**src/rtl/divider.sv**
```systemverilog
// ============================================================================
// Module   : divider
// Brief    : Multi-cycle restoring integer divider, signed/unsigned, 32-bit bus
// Revision : 1.0
// ============================================================================
`default_nettype none

module divider #(
    parameter int DATA_WIDTH = 8
) (
    input  logic        clk,
    input  logic        reset,
    input  logic        enable,
    input  logic        sign_mode,
    input  logic [31:0] operand_1,
    input  logic [31:0] operand_2,
    output logic        busy,
    output logic        done,
    output logic [31:0] quotient,
    output logic [31:0] remainder
);

    localparam logic [1:0] c_IDLE = 2'd0;
    localparam logic [1:0] c_ITER = 2'd1;
    localparam logic [1:0] c_FIX  = 2'd2;
    localparam logic [4:0] c_LAST = 5'(DATA_WIDTH - 1);

    logic [1:0]            state_q, state_d;
    logic [4:0]            count_q;
    logic                  sign_q, qneg_q, rneg_q, dz_q;
    logic [DATA_WIDTH-1:0] div_q, rem_q, quo_q;
    logic                  busy_q, busy_d, done_q, done_d;
    logic [31:0]           quotient_q, quotient_d, remainder_q, remainder_d;

    logic [DATA_WIDTH-1:0] w_op1, w_op2, w_op1_abs, w_op2_abs, w_q_fix, w_r_fix;
    logic [DATA_WIDTH:0]   w_shift, w_trial;
    logic                  w_op2_zero;
    logic                  w_unused;

    function automatic logic [31:0] f_ext(input logic [DATA_WIDTH-1:0] v, input logic s);
        return s ? {{(32-DATA_WIDTH){v[DATA_WIDTH-1]}}, v} : {{(32-DATA_WIDTH){1'b0}}, v};
    endfunction

    assign w_op1      = operand_1[DATA_WIDTH-1:0];
    assign w_op2      = operand_2[DATA_WIDTH-1:0];
    assign w_unused   = ^{operand_1[31:DATA_WIDTH], operand_2[31:DATA_WIDTH]};
    assign w_op2_zero = (w_op2 == '0);
    assign w_op1_abs  = (sign_mode && w_op1[DATA_WIDTH-1]) ? -w_op1 : w_op1;
    assign w_op2_abs  = (sign_mode && w_op2[DATA_WIDTH-1]) ? -w_op2 : w_op2;

    // Shifted partial remainder needs one extra bit; the trial's MSB is its sign.
    assign w_shift = {rem_q, quo_q[DATA_WIDTH-1]};
    assign w_trial = w_shift - {1'b0, div_q};
    assign w_q_fix = qneg_q ? -quo_q : quo_q;
    assign w_r_fix = rneg_q ? -rem_q : rem_q;

    always_ff @(posedge clk or posedge reset) begin
        if (reset) begin
            state_q <= c_IDLE;
        end else begin
            state_q <= state_d;
        end
    end

    always_comb begin
        state_d = state_q;
        case (state_q)
            c_IDLE:  if (enable) state_d = w_op2_zero ? c_FIX : c_ITER;
            c_ITER:  if (count_q == c_LAST) state_d = c_FIX;
            c_FIX:   state_d = c_IDLE;
            default: state_d = c_IDLE;
        endcase
    end

    always_comb begin
        busy_d      = (state_d != c_IDLE);
        done_d      = (state_q == c_FIX);
        quotient_d  = quotient_q;
        remainder_d = remainder_q;
        if (state_q == c_FIX) begin
            if (dz_q) begin
                quotient_d  = f_ext({DATA_WIDTH{1'b1}}, sign_q);
                remainder_d = f_ext(quo_q, sign_q);
            end else begin
                quotient_d  = f_ext(w_q_fix, sign_q);
                remainder_d = f_ext(w_r_fix, sign_q);
            end
        end
    end

    // On divide-by-zero the quotient register carries the raw dividend to FIX.
    always_ff @(posedge clk or posedge reset) begin
        if (reset) begin
            count_q <= '0;
            sign_q  <= 1'b0;
            qneg_q  <= 1'b0;
            rneg_q  <= 1'b0;
            dz_q    <= 1'b0;
            div_q   <= '0;
            rem_q   <= '0;
            quo_q   <= '0;
        end else begin
            case (state_q)
                c_IDLE: begin
                    if (enable) begin
                        sign_q  <= sign_mode;
                        qneg_q  <= sign_mode & (w_op1[DATA_WIDTH-1] ^ w_op2[DATA_WIDTH-1]);
                        rneg_q  <= sign_mode & w_op1[DATA_WIDTH-1];
                        dz_q    <= w_op2_zero;
                        div_q   <= w_op2_abs;
                        rem_q   <= '0;
                        quo_q   <= w_op2_zero ? w_op1 : w_op1_abs;
                        count_q <= '0;
                    end
                end
                c_ITER: begin
                    rem_q   <= w_trial[DATA_WIDTH] ? w_shift[DATA_WIDTH-1:0] : w_trial[DATA_WIDTH-1:0];
                    quo_q   <= {quo_q[DATA_WIDTH-2:0], ~w_trial[DATA_WIDTH]};
                    count_q <= count_q + 5'd1;
                end
                default: ;
            endcase
        end
    end

    always_ff @(posedge clk or posedge reset) begin
        if (reset) begin
            busy_q      <= 1'b0;
            done_q      <= 1'b0;
            quotient_q  <= '0;
            remainder_q <= '0;
        end else begin
            busy_q      <= busy_d;
            done_q      <= done_d;
            quotient_q  <= quotient_d;
            remainder_q <= remainder_d;
        end
    end

    assign busy      = busy_q;
    assign done      = done_q;
    assign quotient  = quotient_q;
    assign remainder = remainder_q;

endmodule

`default_nettype wire

```
**config.mk**
```make
export PLATFORM = sky130hd
export DESIGN_NAME = divider
export DESIGN_NICKNAME = d
export VERILOG_FILES = /design/src/rtl/divider.sv
export SDC_FILE = /design/constraint.sdc
export NUM_CORES = 1
export LEC_CHECK = 0
export BUFFER_PORTS_ARGS = -buffer_cell sky130_fd_sc_hd__clkbuf_2
export CAP_MARGIN = 20
export CORE_AREA = 2 2 113 115
export DETAILED_ROUTE_END_ITERATION = 10
export DIE_AREA = 0 0 115 117
export PLACE_DENSITY_LB_ADDON = 0.25
export SYNTH_ARGS = -nofsm -noshare
export SYNTH_HDL_FRONTEND = slang
export SYNTH_SLANG_ARGS = --single-unit
export TNS_END_PERCENT = 100
```
**constraint.sdc**
```tcl
create_clock -name clk -period 2.6 [get_ports clk]
set_input_delay 0.13 -clock clk [delete_from_list [all_inputs] [get_ports clk]]
set_output_delay 0.13 -clock clk [all_outputs]
set_load 0.005 [all_outputs]
```
=== Word level (Yosys, flattened, before mapping) ===
Cells that the tools add are included.

* Register bits: 101
* Input bits: 68
* Output and inout bits: 66
* Word-level logic and storage cells: 57

* Add/sub/neg operators: 6
* Eq/ne operators: 4
* Muxes and demuxes: 22
* Bitwise gates (word level): 4
* Reductions and logical operators: 8

{| class="wikitable"
|+ Operators by type and width
! kind !! count
|-
| 32-bit two-way mux || 6
|-
| 8-bit two-way mux || 8
|-
| 8-bit negation || 4
|-
| 8-bit case mux with 2 select lines || 2
|-
| 5-bit case mux with 2 select lines || 1
|-
| 9-bit by 8-bit subtractor with 9-bit output || 1
|-
| 8-bit logical NOT || 1
|-
| 2-bit two-way mux || 3
|-
| 5-bit by 1-bit adder with 5-bit output, second input constant || 1
|-
| 5-bit by 3-bit == test with 1-bit output, second input constant || 1
|-
| 5-bit two-way mux || 1
|-
| 2-bit case mux with 2 select lines || 1
|-
| 2-bit AND reduction || 2
|-
| 2-bit nonzero test || 2
|-
| 1-bit AND || 2
|-
| 2-bit by 1-bit == test with 1-bit output, second input constant || 1
|-
| 2-bit == test, second input constant || 1
|-
| 1-bit logical AND || 2
|-
| 2-bit logical NOT || 1
|-
| 2-bit inequality test, second input constant || 1
|-
| 1-bit NOT || 1
|-
| 1-bit bitwise XOR || 1
|}

=== Logic depth before layout (Yosys ltp) ===
* Depth after elaboration: 5
* Gate-level depth with buffers: 11
* Mapped depth without buffers: 10

=== Worst setup path after synthesis ===
OpenSTA, ideal clock, no wires.

* Path kind: flip-flop to flip-flop
* Start: register quo_q[7]
* End: register rem_q[1]
* Setup time: 0.128 ns
* Arrival time: 2.386 ns
* Required time: 2.472 ns
* Slack: 0.086 ns
* Cell stages (with the launch flop): 12
* Buffers on the path: 1
* Clock period less this slack: 2.514 ns
* Cell sequence: dfrtp_1 inv_1 ha_1 inv_1 fa_1 a21oi_1 nor3b_1 or4_1 o311ai_1 buf_6 mux2i_1 o22ai_1

* Longest elaborated chain between the ends: 3

{| class="wikitable"
|+ Ends and longest elaborated chain
! what !! RTL line !! text
|-
| from (decl) || 31 || <nowiki>logic [DATA_WIDTH-1:0] div_q, rem_q, quo_q;</nowiki>
|-
| from (signal assigned) || 112 || <nowiki>quo_q <= w_op2_zero ? w_op1 : w_op1_abs;</nowiki>
|-
| from (signal assigned) || 118 || <nowiki>quo_q <= {quo_q[DATA_WIDTH-2:0], ~w_trial[DATA_WIDTH]};</nowiki>
|-
| 9-bit by 8-bit subtractor with 9-bit output || 53 || <nowiki>assign w_trial = w_shift - {1'b0, div_q};</nowiki>
|-
| 8-bit two-way mux || 117 || <nowiki>rem_q <= w_trial[DATA_WIDTH] ? w_shift[DATA_WIDTH-1:0] : w_trial[DATA_WIDTH-1:0];</nowiki>
|-
| 8-bit case mux with 2 select lines || 103 || <nowiki>case (state_q)</nowiki>
|-
| to (signal assigned) || 117 ||
|-
| to (decl) || 31 ||
|}

No other way between the ends.
A chain may end at the register's enable or synchronous reset.

=== Worst setup path after layout ===
Same ends and word-level chain as after synthesis.

==> results <==
- Entering global routing, the biggest net connects 34 pins.
- The initial antenna violation count is 0.
- The average cell area after synthesis is 8.74 µm².
- The placer's final routability congestion estimate is 0.804.
- The number of H-tree branching levels is 2.
- Of the post-synthesis cell area, the dominant cell type holds 0.386.
- The clock tree from TritonCTS is built.
- The data required time of the worst path is 2.74 ns.
- The total clock buffers created by CTS is 5.
- In this run, synthesis inferred 0 flip-flops with an integrated enable.
- The first global-routing pass estimated 13200 µm of wire.
- Of all nets on the critical path, the largest fanout is 6.
- Setup repair after global routing left no endpoint under its margin.
- The global router's overall resource usage is 0.125.
- The die outline width is 115 µm.
- The tree is rooted in a sky130_fd_sc_hd__clkbuf_16.
- The total detailed-routing wirelength is 8230 µm.
- The number of nets with antenna violations after detailed routing is 0.
- The number of slew-limit violations in the final report is 0.
- For this design the ratio of total power to cell area is 1370 nW/µm².
- Summing every instance area after synthesis gives 3570 µm².
- Fill cells in the final layout number 1301.
- The netlist uses 48 different library cells.
- The cell count after placement is 594.
- The total number of vias is 2888.
- Power comes to 0.00564 W.
- The worst path arrival time is 2.61 ns.
- The via count normalized by instance count is 4.77.
- Once detailed placement completed, the half-perimeter wirelength came to 6250 µm.
- The later pin in the worst-skew pair is clocked with a latency of 0.30 ns.
- The family with the most delay on the worst path is simple AND/OR/NAND/NOR gates.
- The worst-path cell with the longest stage delay is sky130_fd_sc_hd__or4_4.
- The signal on the critical path passes through inv_2, ha_4, inv_1, fa_2, a21oi_2, nor3b_2, or4_4, o311ai_4, clkbuf_16, mux2i_1, o22ai_1.
- Setup violations remaining at the end of the flow were counted as 0.
- The tree built by TritonCTS fans out to 55 sinks.
- Summed over all cells, the static leakage comes to 2.02 nW.
- The die boundary height is 117 µm.
- Of the cells placed in the final design, the portion with a size suffix greater than 1 is 0.272.
- Across the run, the number of max-cap violations was 0.
- Of the available clock period, the critical path in the final layout requires 0.950.
- In this run the tool buffered the top-level ports with 85 buffer cells.
- For this block, the initial DRC count from the detailed router was 73.
- The remaining routing DRC violations is 0.
- The maximum single-stage delay on the critical path is 0.43 ns.
- The gate count of the mapped netlist is 408.
- After synthesis, the most frequently instantiated cells are sky130_fd_sc_hd__dfrtp_1, sky130_fd_sc_hd__nand2_1, sky130_fd_sc_hd__buf_4.
- Clock skew on the completed layout was measured at 0.00982 ns.
- STA classifies the critical path startpoint as a register.
- The critical path class is reg -> reg.
- Once layout is complete, the utilization of the core stands at 0.334.
- The flow ran to the end, and the final reports show no timing, DRC or antenna violations.
- The number of placement rows is 41.
- For this run, the top clock speed supported by timing is 405 MHz.
- Summed over all failing endpoints, the final setup total negative slack is 0 ns.
- In the synthesized netlist the dominant register cell turns out to be sky130_fd_sc_hd__dfrtp_1.
- During synthesis, Yosys emitted a total of 0 warnings.
- The core box area is 12300 µm².
- The repair_antennas step left the layout with diodes totalling 0.
- The number of buffer and inverter instances along the worst setup path is 3.
- For this run, the number of standard cells in the final layout without fillers is 606.
- The number of nets in the synthesized netlist is 490.
- The final-stage net count is 537.
- The path type of the worst min-delay path is in -> reg.
- The clock transition at the registers of the reported paths is 0.07 ns.
- Relative to the synthesized area, the layout overhead comes to 15.4%.
- For this design the top-level I/O count stands at 134.
- The share of flip-flops with an asynchronous set or reset after synthesis is 1.00.
- The number of global-route vias before repair is 2638.
- The total grt overflow is 0.
- At the pin with the least slew margin, the transition time is 0.723 ns.
- Headroom to the max-slew limit came out at 0.518.
- The die covers 13500 µm².
- Among all cell types in the netlist, the one instantiated most often is sky130_fd_sc_hd__dfrtp_1.
- The capturing element type of the critical path is a register.
- The average wire length per cell after detail routing is 13.6 µm.
- The initial core utilization is 0.290.
- The register area share after synthesis is 0.386.
- The hold violation count in the final report is 0.
- The time the final worst path needs with I/O delays and setup is 2.47 ns.
- Counting flops and latches in the post-synthesis netlist gives 55.
- No sink is reached through more buffers than the 2 on the longest clock path.
- Yosys attributes the largest share of cell area to sky130_fd_sc_hd__dfrtp_1, sky130_fd_sc_hd__buf_4, sky130_fd_sc_hd__o21ai_0, sky130_fd_sc_hd__nand2_1, sky130_fd_sc_hd__ha_1.
- The first TritonRoute pass finished after 4 iterations.
- The highest ir drop seen on vdd is 543 µV.
- The biggest area contributor in the post-synthesis netlist is sky130_fd_sc_hd__dfrtp_1.
routing by layer:
layer | share of wire | up-vias | wire (µm) | global-route usage
li1 | - | 1438 | - | -
met3 | 0.061 | 7 | 505 | 0.0206
met2 | 0.45 | 94 | 3690 | 0.208
met1 | 0.48 | 1349 | 3950 | 0.169
met4 | 0.011 | 0 | 91 | 0.0361
met5 | 0 | - | 0 | 0
final timing paths:
kind / start / end / slack [ns] / cells past startpoint
setup / recovery: quo_q[7]$_DFFE_PP0P_ / rem_q[1]$_DFFE_PP0P_ / 0.13 / 11
hold / removal: operand_2[0] / div_q[0]$_DFFE_PP0P_ / 0.11 / 3
setup reg to reg: quo_q[7]$_DFFE_PP0P_ / rem_q[1]$_DFFE_PP0P_ / 0.13 / 11
hold reg to reg: quotient[0]$_DFFE_PP0P_ / quotient[0]$_DFFE_PP0P_ / 0.48 / 2
max in group asynchronous: reset / quotient[30]$_DFFE_PP0P_ / 1.39 / 4
min in group asynchronous: reset / rneg_q$_DFFE_PP0P_ / 0.39 / 3
per-stage QoR:
step / instance area, µm² / setup slack [ns] / hold WS, ns
floorplan: 3570 / 0.0863 / 0.269
global placement: 3870 / -0.0102 / 0.174
detailed placement: 3870 / -0.0468 / 0.178
CTS: 4090 / 0.0396 / 0.115
global route: 4120 / 0.0194 / 0.154
finish: 4120 / 0.130 / 0.110
worst reg2reg max path, cell delays in order, from the launching register on:
cell and delay [ns]:
sky130_fd_sc_hd__dfrtp_1 0.39, sky130_fd_sc_hd__inv_2 0.08, sky130_fd_sc_hd__ha_4 0.12, sky130_fd_sc_hd__inv_1 0.05, sky130_fd_sc_hd__fa_2 0.37, sky130_fd_sc_hd__a21oi_2 0.18
sky130_fd_sc_hd__nor3b_2 0.08, sky130_fd_sc_hd__or4_4 0.43, sky130_fd_sc_hd__o311ai_4 0.13, sky130_fd_sc_hd__clkbuf_16 0.22, sky130_fd_sc_hd__mux2i_1 0.18, sky130_fd_sc_hd__o22ai_1 0.10
power breakdown:
part	internal, W	switching [W]	total [W]
registers	0.00124	0.000424	0.00167
clock network	0.000367	0.000347	0.000714
logic	0.00161	0.00165	0.00326
total	0.00322	0.00242	0.00564
cell families after synthesis:
family	count (synthesis)	share of synthesized area
and+or+nand+nor	123	0.168
buffers and inverters	84	0.141
AOI/OAI and AO/OA	91	0.148
muxes	14	0.0393
xor gates and xnor gates	27	0.0663
DFF	55	0.386
adders and majority gates	14	0.0512
sequential cells by signal, indices dropped and copies added (netlist names):
register	flops
rem_q	8
count_q	5
quo_q	8
dz_q	1
busy	1
rneg_q	1
sign_q	1
state_q	2
div_q	8
done	1
qneg_q	1
quotient	9
remainder	9
cell usage in the layout, fill, tap and decap left out, types with 5 or more instances in the layout:
master,instances
sky130_fd_sc_hd__inv_1,19
sky130_fd_sc_hd__dfrtp_1,55
sky130_fd_sc_hd__nand3_1,11
sky130_fd_sc_hd__clkbuf_16,6
sky130_fd_sc_hd__xnor2_1,11
sky130_fd_sc_hd__nor2b_1,5
sky130_fd_sc_hd__o31ai_1,9
sky130_fd_sc_hd__xor2_1,16
sky130_fd_sc_hd__buf_4,15
sky130_fd_sc_hd__clkbuf_2,85
sky130_fd_sc_hd__a21oi_1,22
sky130_fd_sc_hd__mux2i_1,14
sky130_fd_sc_hd__ha_1,12
sky130_fd_sc_hd__nor2_1,25
sky130_fd_sc_hd__nand2_1,52
sky130_fd_sc_hd__o21ai_0,39
cell type report:
| class | count | area [µm²] | area share |
|---|---|---|---|
| repair buffers | 103 | 584 | 0.142 |
| inverters | 21 | 78.8 | 0.0191 |
| flip-flops and latches | 55 | 1380 | 0.334 |
| multi-input cells | 269 | 1740 | 0.422 |
| clock inverters | 3 | 27.5 | 0.00669 |
| clock buffers | 5 | 125 | 0.0304 |
| well taps | 150 | 188 | 0.0456 |
repair_timing:
item	CTS	global route
pin swaps	1	4
gates resized for setup	7	6
hold endpoints to repair	22	0
hold buffers	1	0
endpoints found under the setup margin	8	8
buffers inserted	1	1
cloned	1	0
(Power assumes the default switching activity.)
